File: config.mk
export PLATFORM = sky130hd
export DESIGN_NAME = button_event_decoder
export DESIGN_NICKNAME = d
export VERILOG_FILES = /design/src/rtl/button_event_decoder.sv
export SDC_FILE = /design/constraint.sdc
export NUM_CORES = 1
export LEC_CHECK = 0
export CAP_MARGIN = 20
export CORE_MARGIN = 1
export CORE_UTILIZATION = 45
export DETAILED_ROUTE_END_ITERATION = 8
export MAX_ROUTING_LAYER = met4
export SLEW_MARGIN = 10
export SYNTH_ARGS = -nofsm -noshare
export SYNTH_HDL_FRONTEND = slang
export SYNTH_SLANG_ARGS = --single-unit
File: constraint.sdc
create_clock -name clk -period 4.95 [get_ports clk]
set_input_delay 0.7425 -clock clk [delete_from_list [all_inputs] [get_ports clk]]
set_output_delay 0.7425 -clock clk [all_outputs]
set_load 0.01 [all_outputs]
File: src/rtl/button_event_decoder.sv
// Classifies a debounced button level into short, double and long presses,
// with periodic auto-repeat pulses while a long press is held.
module button_event_decoder #(
  parameter int unsigned TICK_DIV  = 100000,
  parameter int unsigned LONG_MS   = 500,
  parameter int unsigned DOUBLE_MS = 250,
  parameter int unsigned REPEAT_MS = 100
) (
  input  logic clk,
  input  logic rst_n,
  input  logic btn_level,
  output logic short_press,
  output logic double_press,
  output logic long_press,
  output logic repeat_pulse,
  output logic long_active
);

  localparam int unsigned MS_MAX =
    (LONG_MS > DOUBLE_MS) ? ((LONG_MS > REPEAT_MS) ? LONG_MS : REPEAT_MS)
                          : ((DOUBLE_MS > REPEAT_MS) ? DOUBLE_MS : REPEAT_MS);
  localparam int unsigned PRE_W = (TICK_DIV > 1) ? $clog2(TICK_DIV) : 1;
  localparam int unsigned MS_W  = $clog2(MS_MAX + 1);

  localparam logic [PRE_W-1:0] PRE_LAST    = PRE_W'(TICK_DIV - 1);
  localparam logic [MS_W-1:0]  LONG_LAST   = MS_W'(LONG_MS - 1);
  localparam logic [MS_W-1:0]  DOUBLE_LAST = MS_W'(DOUBLE_MS - 1);
  localparam logic [MS_W-1:0]  REPEAT_LAST = MS_W'(REPEAT_MS - 1);

  typedef enum logic [2:0] {
    IDLE,
    PRESS1,
    WAIT2,
    PRESS2,
    LONG_HOLD
  } state_t;

  state_t           state;
  logic             btn_prev;
  logic [PRE_W-1:0] pre_cnt;
  logic [MS_W-1:0]  ms_cnt;
  logic             rise;
  logic             fall;
  logic             tick;

  always_comb begin
    rise = btn_level & ~btn_prev;
    fall = ~btn_level & btn_prev;
    tick = (pre_cnt == PRE_LAST);
  end

  // Limits are checked as "ms counter about to reach N on this tick", so the
  // decision edge is exactly N*TICK_DIV cycles after the state was entered.
  always_ff @(posedge clk or negedge rst_n) begin
    if (!rst_n) begin
      state        <= IDLE;
      btn_prev     <= 1'b1;
      pre_cnt      <= '0;
      ms_cnt       <= '0;
      short_press  <= 1'b0;
      double_press <= 1'b0;
      long_press   <= 1'b0;
      repeat_pulse <= 1'b0;
      long_active  <= 1'b0;
    end else begin
      btn_prev     <= btn_level;
      short_press  <= 1'b0;
      double_press <= 1'b0;
      long_press   <= 1'b0;
      repeat_pulse <= 1'b0;

      if (tick) begin
        pre_cnt <= '0;
        ms_cnt  <= ms_cnt + 1'b1;
      end else begin
        pre_cnt <= pre_cnt + 1'b1;
      end

      case (state)
        IDLE: begin
          pre_cnt <= '0;
          ms_cnt  <= '0;
          if (rise) state <= PRESS1;
        end
        PRESS1: begin
          if (fall) begin
            state   <= WAIT2;
            pre_cnt <= '0;
            ms_cnt  <= '0;
          end else if (btn_level && tick && ms_cnt == LONG_LAST) begin
            state       <= LONG_HOLD;
            long_press  <= 1'b1;
            long_active <= 1'b1;
            pre_cnt     <= '0;
            ms_cnt      <= '0;
          end
        end
        WAIT2: begin
          if (rise) begin
            state   <= PRESS2;
            pre_cnt <= '0;
            ms_cnt  <= '0;
          end else if (tick && ms_cnt == DOUBLE_LAST) begin
            state       <= IDLE;
            short_press <= 1'b1;
            pre_cnt     <= '0;
            ms_cnt      <= '0;
          end
        end
        PRESS2: begin
          // No limit applies here, so the timer is held clear to avoid wrap.
          pre_cnt <= '0;
          ms_cnt  <= '0;
          if (fall) begin
            state        <= IDLE;
            double_press <= 1'b1;
          end
        end
        LONG_HOLD: begin
          if (fall) begin
            state       <= IDLE;
            long_active <= 1'b0;
            pre_cnt     <= '0;
            ms_cnt      <= '0;
          end else if (tick && ms_cnt == REPEAT_LAST) begin
            repeat_pulse <= 1'b1;
            pre_cnt      <= '0;
            ms_cnt       <= '0;
          end
        end
        default: begin
          state       <= IDLE;
          long_active <= 1'b0;
          pre_cnt     <= '0;
          ms_cnt      <= '0;
        end
      endcase
    end
  end

endmodule
==> results of run 1 <==
flip-flops by register name (all words and copies together) (netlist names):
register,flops
btn_prev,1
double_press,1
long_active,1
long_press,1
ms_cnt,9
pre_cnt,17
repeat_pulse,1
short_press,1
state,3
cells by family (layout without fill, tap and decap cells):
kind of cell               Yosys count  count (layout)
AOI/OAI and AO/OA                   10              10
adders and majority gates            3               3
and+or+nand+nor                    100             100
xor gates and xnor gates            23              23
DFF                                 35              35
buffers and inverters               11              22
routing by layer:
| metal | global-route usage (%) | routed length, um |
|---|---|---|
| met1 | 25.2 | 1650 |
| met2 | 25.8 | 1280 |
| met3 | 4.17 | 114 |
| met4 | 9.78 | 72 |
| met5 | - | 0 |
power groups by stage:
stage                     sequential (uW)  clock (uW)  combinational, uW
after floorplan                       315           0               82.7
after global placement                327           0               94.6
after detailed placement              328           0               94.5
after CTS                             323         311               95.3
after global routing                  327         323                107
final                                 324         304               94.4
cell usage in the layout, fill, tap and decap left out, types with 3 or more instances in the layout:
cell type        count
nor3_1               4
clkbuf_8             5
inv_1                6
xnor2_1             11
clkdlybuf4s50_1      7
nor4_1               6
ha_1                 3
nand2_1             15
and3_1               3
nor2_1              37
nand2b_1             5
nand3_1             13
xor2_1              12
dfrtp_1             34
path summary, 6_finish.rpt:
check	to	from	slack, ns
min in group asynchronous	ms_cnt[8]	rst_n	0.87
hold reg to reg	long_active	long_active	0.47
max in group asynchronous	btn_prev	rst_n	3.75
hold / removal	long_active	long_active	0.47
setup reg to reg	state[2]	pre_cnt[0]	2.60
setup / recovery	ms_cnt[2]	btn_level	2.60
stage by stage:
| stage | area, um^2 | util [%] | hold slack [ns] | setup slack, ns | power (uW) |
|---|---|---|---|---|---|
| after floorplan | 1790 | - | 0.447 | 2.90 | 398 |
| after global placement | 1910 | 51.0 | 0.472 | 2.36 | 422 |
| after detailed placement | 1910 | 51.0 | 0.462 | 2.30 | 423 |
| after CTS | 2040 | 54.6 | 0.477 | 2.60 | 729 |
| after global routing | 2040 | 54.6 | 0.505 | 2.48 | 757 |
| final | 2040 | 54.6 | 0.468 | 2.60 | 722 |
layout make-up:
| cell class | count | area [um^2] | area share (%) |
|---|---|---|---|
| Timing Repair Buffer | 8 | 77.6 | 3.80 |
| Clock buffer | 6 | 72.6 | 3.55 |
| Clock inverter | 2 | 60.1 | 2.94 |
| Sequential cell | 35 | 877 | 42.9 |
| Multi-Input combinational cell | 136 | 873 | 42.7 |
| Tap cell | 48 | 60.1 | 2.94 |
| Inverter | 6 | 22.5 | 1.10 |
critical path: stages:
cell and delay (ns):
clkdlybuf4s50_1 0.58, nor2b_1 0.12, or4b_2 0.65, o22ai_1 0.25, a221oi_4 0.11, nor2_1 0.13
==> metrics, run 1 <==
Final ANT Viol Nets 0; final worst-path cycle share between 40 and 50%; Setup TNS 0 ns; Clock Tree Buf Depth 2; Int Pwr about 540 uW; die area between 0.004 and 0.005 mm^2; Flop pwr share 44.8%; RSZ-0062 raised after global routing false; final setup fails 0; TritonCTS clock tree built; # diodes 0; Synth cell types 37; Compound-Gate Fraction of Synth Area 4.75%; main combinational cell family by area after synthesis simple AND/OR/NAND/NOR gates; CTS Buf Count 5; Worst Max-Slew Pin Slew about 0.76 ns; Final Wtd Congestion 0.878; largest net degree at the start of global routing 36; total grt overflow 0; Non-Filler Instances 241; routed length per placed instance 12.9 um; Post-Synth Simple-Gate Area 30.7%; DRT Pass-1 Iters 4; Post-Synthesis Cells between 150 and 200; Seq/Total Area, Yosys 49.0%; Max Fanout on Critical Path 9; post-CTS setup repair buffer count 0; number of max-slew violations in the final report 0; port bufs 7; final wirelength between 3000 and 4000 um; switching power between 150 and 200 uW; Main synth FF type dfrtp_1; I/O Pins 8; crit start category input pin; reg2reg path depth 6; minimum clock period after layout 2.35 ns; Sink Count 35; clock slew at reported path FFs approximately 0.070 ns; Power Density 353 mW/mm^2; top cell type's share of synthesized area 47.5%; fillers 350; Post-synth EDFFs 0; Crit Path Class input pin to flip-flop; Async SR Flop Fraction 100%; CTS Root Cell clkbuf_8; Min-Delay Path Depth 2; dominant cell type by area after synthesis dfrtp_1; Mean Syn Cell Area 9.84 um^2; synth top area cells dfrtp_1 47%, nor2_1 7.8%, xor2_1 5.9%; switching fraction of total power 25.7%; Hold WC Path Type flip-flop to flip-flop; Mapped Nets 188; core area approximately 0.0037 mm^2; Starting Density 47.9%; Max Fclk 0.425 GHz; Ys Warns 0; critical path arrival 2.57 ns; row cnt 22; Adder-Cell Fraction of Synth Area 2.09%; outcome complete, no violations; die height approximately 65 um; # Max-Cap Violations 0; post-synthesis mux area share 0%; final clock skew 0.0102 ns; drt initial violations approximately 110; hpwl dp 2140 um; P&R area growth vs syn 14.0%; combinational fraction of design power about an eighth; initial antenna violation count 0; CTS H-tree lvls 2; post_cts resized 0; nets 198; layout cells sized above 1 8.29%; Vias approximately 1300; Hold Vio Cnt, Final 0; XOR/XNOR share of the synthesized area 11.2%; Leakage a little under 0.0009 uW; gr usage total approximately 19%; Critical Path RT 5.17 ns; Slew HR 48.8%; Via density around 5.3; capturing element type of the critical path flip-flop; #FFs+latches synth 35; clock share of power 42.1%; Post-synth top cells 37 x nor2_1, 34 x dfrtp_1, 15 x nand2_1; worst vdd ir 0.000166 V; DRC viols 0; first-pass GRT wire length roughly 5800 um; top-count cell post-synth nor2_1; Post-Syn Area 0.00179 mm^2; CTS hold repair buffers 0; Inst Count DP ~230; die width 65.1 um; number of global-route vias before repair 1240; worst skew pair latency 0.29 ns
Power figures use the tool's default switching activity.
==> run 2, diff against run 1 <==
==> constraint.sdc (replaced) <==
create_clock -name clk -period 2 [get_ports clk]
set_input_delay 0.3 -clock clk [delete_from_list [all_inputs] [get_ports clk]]
set_output_delay 0.3 -clock clk [all_outputs]
set_load 0.01 [all_outputs]
==> run 2 against run 1 <==
Against the previous run:
- first-iteration DRC count decreased by 21%
- die area unchanged
- largest power group unchanged
- clock power increased by 89%
==> metrics, run 2 (synthesis gave the netlist of run 1 again) <==
P&R area growth vs syn 30.4%; Starting Density 47.9% (unchanged); # diodes 0 (unchanged); crit start category flip-flop; Largest Register pre_cnt; Setup TNS 0 ns (unchanged); hpwl dp 2660 um (+24%); CP delay by family, top simple AND/OR/NAND/NOR gates; Max Fanout on Critical Path 4 (-5); Setup WS pre-CTS -0.234 ns (-2.53 ns); RSZ-0062 raised after global routing true; Final ANT Viol Nets 0 (unchanged); I/O Pins 8 (unchanged); DRT Pass-1 Iters 4 (unchanged); most frequent cells in the layout 37 x nor2_1, 35 x buf_4, 34 x dfrtp_1; DRC viols 0 (unchanged); final worst-path cycle share 99.9%; Final WS setup 0.00186 ns (-2.59 ns); critical path arrival 2.23 ns (-0.34 ns); worst path bufs/invs 1 (unchanged); Via density 5.26 (-0.51%); crit-path cells ha_2 -> inv_2 -> or3_4 -> or4b_4 -> or3b_4 -> nand2_1; CTS Buf Count 5 (unchanged); number of global-route vias before repair 1464 (+18%); most common cell after layout, fill and taps aside nor2_1; minimum clock period after layout 2.00 ns; top flop regs pre_cnt: 17 flops, ms_cnt: 9 flops, state: 3 flops; gr usage total 21.6% (+3.1 points); logic depth of the worst path, buffers included 6 (unchanged); Hold WC Path Type input pin to asynchronous set/reset pin; final wirelength 3720 um (+20%); Max Fclk 0.500 GHz; routed length per placed instance 13.4 um (+3.6%); Slew HR 71.2% (+22 points); CTS hold repair buffers 0 (unchanged); CTS H-tree lvls 2 (unchanged); Sink Count 35 (unchanged); Hold Vio Cnt, Final 0 (unchanged); clock slew at reported path FFs 0.07 ns (about the same); die width 65.1 um (unchanged); nets 235 (+19%); core area 0.00374 mm^2 (unchanged); drt initial violations 84 (-21%); worst skew pair latency 0.29 ns (about the same); number of max-slew violations in the final report 0 (unchanged); die height 65.1 um (unchanged); Leakage 0.00105 uW (+21%); Vias 1461 (+15%); Largest register FFs 17 (unchanged); TritonCTS clock tree built; Crit Path Class flip-flop to flip-flop; total grt overflow 0 (unchanged); first-pass GRT wire length 6560 um (+14%); largest net degree at the start of global routing 36 (unchanged); # Max-Cap Violations 0 (unchanged); initial antenna violation count 0 (unchanged); final setup fails 0 (unchanged); reg2reg path depth 6 (unchanged); worst vdd ir 0.000380 V (+130%); layout cells sized above 1 27.0% (+19 points); port bufs 7 (unchanged); Critical Path RT 2.24 ns (-2.93 ns); row cnt 22 (unchanged); final clock skew 0.00610 ns (-0.00410 ns); Worst Max-Slew Pin Slew 0.432 ns (-0.329 ns); Final Wtd Congestion 0.838 (-4.5%); Max stage delay cell, worst path or4b_4; CTS Root Cell clkbuf_8; Power Density 757 mW/mm^2 (+110%); capturing element type of the critical path flip-flop; die area 0.00424 mm^2 (unchanged); outcome complete, no violations; Clock Tree Buf Depth 2 (unchanged); largest stage delay on the critical path 0.50 ns (-0.15 ns)
-- run 2: cell count changes in the layout (fill, tap and decap cells not counted), moves of 2 or more --
cell,before,now
buf_4,1,35
buf_6,0,2
bufinv_16,2,0
clkbuf_8,5,7
ha_1,3,1
ha_2,0,2
-- run 2: area by class of cell --
cell class | count | area [um^2]
multi-input combinational | 136 | 898
clock buffer | 7 | 96.3
tap | 48 | 60.1
sequential | 35 | 877
timing repair buffer | 45 | 375
clock inverter | 1 | 7.51
fill | 311 | 1410
inverter | 6 | 22.5
-- run 2: power by group --
| part | internal, uW | leakage (uW) | switching (uW) |
|---|---|---|---|
| logic | 206 | 0.000517 | 219 |
| clock network | 313 | 0.0000505 | 263 |
| registers | 744 | 0.000481 | 23.7 |
| total | 1260 | 0.00105 | 506 |
-- run 2: worst register-to-register path: stages, from the launching register on --
cell	delay [ns]
dfrtp_1	0.40
ha_2	0.21
inv_2	0.04
or3_4	0.33
or4b_4	0.50
or3b_4	0.40
nand2_1	0.08
-- run 2: path summary, 6_finish.rpt --
path / from / to / slack, ns
worst min-delay path: rst_n / state[0] / 0.42
max in group asynchronous: rst_n / btn_prev / 1.25
min in group clk: long_active / long_active / 0.49
worst min register to register: long_active / long_active / 0.49
worst max-delay path: ms_cnt[1] / state[2] / 0.002
worst max register to register: ms_cnt[1] / state[2] / 0.002
-- run 2: repair_timing --
action                     in CTS  in global routing
setup endpoints to repair      12                 12
buffers inserted                1                  1
resized for setup               3                  4
pin swaps                       3                  4
-- run 2: metrics by stage --
stage               instances  util [%]  cell area [um^2]  hold slack [ns]  power, uW
global route              278      62.4              2340            0.472       1870
CTS                       277      61.9              2320            0.434       1780
detailed placement        268      58.7              2200            0.473       1190
finish                    278      62.4              2340            0.419       1770
floorplan                 182         -              1800          0.00441        987
global placement          268      58.7              2200            0.461       1170
-- run 2: metal layers --
layer	track usage (%)	routed length [um]	share of wire, %
met1	27.3	1740	47
met2	32.4	1780	48
met3	4.17	96	2.6
met4	12.8	99	2.7
met5	-	0	0
==> run 3, diff against run 2 <==
--- a/config.mk
+++ b/config.mk
@@ -5,11 +5,13 @@
 export SDC_FILE = /design/constraint.sdc
 export NUM_CORES = 1
 export LEC_CHECK = 0
+export ABC_AREA = 0
 export CAP_MARGIN = 20
-export CORE_MARGIN = 1
-export CORE_UTILIZATION = 45
+export CORE_MARGIN = 5
+export CORE_UTILIZATION = 53
 export DETAILED_ROUTE_END_ITERATION = 8
 export MAX_ROUTING_LAYER = met4
+export PLACE_DENSITY = 0.74
 export SLEW_MARGIN = 10
 export SYNTH_ARGS = -nofsm -noshare
 export SYNTH_HDL_FRONTEND = slang
==> run 3 against run 2 <==
Against the previous run:
- the flow now finishes with violations (setup timing)
- first-iteration DRC count is 76% higher
- wire length grew 2.4%
- critical path depth stayed put
- flip-flop and latch count stayed put
- utilization increased by 5.7 points
- clock power is 37% lower
- final cell count decreased by 1.1%
- clock skew is 0.0041 ns higher
- critical path type unchanged
- critical endpoint unchanged
- highest routed layer unchanged
==> metrics, run 3 (synthesis gave the netlist of run 1 again) <==
outcome complete, but fails checks; failing checks setup timing; hold_ws 0.389 ns (-0.0293 ns); DRT Pass-1 Iters 4 (unchanged); Non-Filler Instances 275 (-1.1%); crit-path cells ha_2 -> inv_2 -> or3_4 -> or4b_4 -> or3b_4 -> nand2_1; Starting Density 54.1% (+6.3 points); setup slack, reg-to-reg -0.01 ns (about the same); worst vdd ir 0.000418 V (+9.9%); critical path arrival 2.28 ns (+0.05 ns); Final WS setup -0.0102 ns (-0.0121 ns); die width 68.1 um (+4.7%); core area 0.00331 mm^2 (-12%); crit start category flip-flop; top flop regs pre_cnt: 17 flops, ms_cnt: 9 flops, state: 3 flops; capturing element type of the critical path flip-flop; most common cell after layout, fill and taps aside nor2_1; reg2reg path depth 6 (unchanged); port bufs 7 (unchanged); Hold WC Path Type input pin to asynchronous set/reset pin; number of max-slew violations in the final report 0 (unchanged); initial antenna violation count 0 (unchanged); final wirelength 3810 um (+2.4%); hpwl dp 2890 um (+8.7%); I/O Pins 8 (unchanged); gr usage total 20.2% (-1.5 points); largest stage delay on the critical path 0.49 ns (about the same); Max Fclk 0.497 GHz (-0.60%); # Max-Cap Violations 0 (unchanged); Setup TNS -0.0108 ns (-0.0108 ns); die height 68.1 um (+4.7%); Clock Tree Buf Depth 2 (unchanged); reg-to-reg startpoint ms_cnt[0]; TritonCTS clock tree built; total grt overflow 0 (unchanged); worst skew pair latency 0.34 ns (+0.05 ns); Max Fanout on Critical Path 3 (-1); Largest register FFs 17 (unchanged); Max stage delay cell, worst path or4b_4; final setup fails 2 (+2); Sink Count 35 (unchanged); final clock skew 0.0102 ns (+0.00413 ns); Via density 5.32 (+1.2%); largest net degree at the start of global routing 36 (unchanged); Vias 1462 (+0.068%); CTS hold repair buffers 0 (unchanged); drt initial violations 148 (+76%); die area 0.00464 mm^2 (+9.6%); final worst-path cycle share 101% (+0.60 points); DRC viols 0 (unchanged); Final ANT Viol Nets 0 (unchanged); minimum clock period after layout 2.01 ns (+0.0121 ns); Critical Path RT 2.27 ns (+0.03 ns); Slew HR 71.2% (about the same); most frequent cells in the layout 37 x nor2_1, 34 x buf_4, 33 x dfrtp_1; fillers 275 (-12%); Power Density 687 mW/mm^2 (-9.2%); worst path bufs/invs 1 (unchanged); CTS Buf Count 5 (unchanged); reg2reg end state[2]; Worst Max-Slew Pin Slew 0.431 ns (-0.000845 ns); RSZ-0062 raised after global routing true; CTS Root Cell clkbuf_4; # diodes 0 (unchanged); layout cells sized above 1 25.8% (-1.2 points); Crit Path Class flip-flop to flip-flop; CP delay by family, top simple AND/OR/NAND/NOR gates; clock slew at reported path FFs 0.11 ns (+0.04 ns); number of global-route vias before repair 1477 (+0.89%); Hold Vio Cnt, Final 0 (unchanged); Inst Count DP 266 (-0.75%); P&R area growth vs syn 26.0%; nets 234 (-0.43%); routed length per placed instance 13.9 um (+3.5%); CTS H-tree lvls 2 (unchanged); first-pass GRT wire length 6690 um (+2.1%); Setup WS pre-CTS -0.223 ns (+0.0113 ns); Largest Register pre_cnt; Leakage 0.00102 uW (-3.2%); row cnt 21 (-4.5%); Final Wtd Congestion 0.817 (-2.6%)
run 3: worst max-delay path by stage:
stage / slack [ns] / cells past startpoint / to / start
floorplan: 0.007 / 5 / state[2] / pre_cnt[5]
finish: -0.01 / 6 / state[2] / ms_cnt[0]
global placement: -0.13 / 7 / ms_cnt[3] / btn_level
global route: -0.06 / 8 / ms_cnt[1] / ms_cnt[1]
CTS: 0.004 / 6 / state[2] / ms_cnt[0]
detailed placement: -0.22 / 7 / ms_cnt[6] / btn_level
run 3: power by group:
group	internal, uW	switching, uW
combinational	207	216
sequential	743	22.4
clock	137	225
run 3: per-stage QoR:
stage,utilization (%),total power (uW),area (um^2)
after global routing,68.2,1650,2260
after floorplan,-,987,1800
after global placement,65.9,1150,2180
after CTS,67.5,1530,2230
after detailed placement,65.9,1180,2180
final,68.2,1550,2260
run 3: worst reg2reg max path, delay by kind of cell (launching register included):
family / cells / cell delay [ns]
fa+ha+maj: 1 / 0.20
flops: 1 / 0.40
simple gates: 4 / 1.31
buf+inv: 1 / 0.04
run 3: repair_timing:
item,in CTS,in global routing
gates resized for setup,1,7
pin swaps,1,3
buffers inserted,0,1
setup endpoints to repair,2,12
run 3: area by class of cell:
type                    instances  area (um^2)  area share (%)
clock buffers                   7         45.0            2.00
clock inverters                 1         5.00           0.222
inverters                       6         22.5           0.998
multi-input cells             136          890            39.4
flip-flops and latches         35          878            38.9
well taps                      46         57.6            2.55
repair buffers                 44          359            15.9
run 3: per-layer routing:
| metal | up-vias | track usage (%) | share of wire [%] |
|---|---|---|---|
| li1 | 713 | - | - |
| met4 | 0 | 6.20 | 1.3 |
| met2 | 23 | 34.1 | 51 |
| met3 | 5 | 5.91 | 3.8 |
| met1 | 721 | 23.1 | 44 |
| met5 | - | - | 0 |
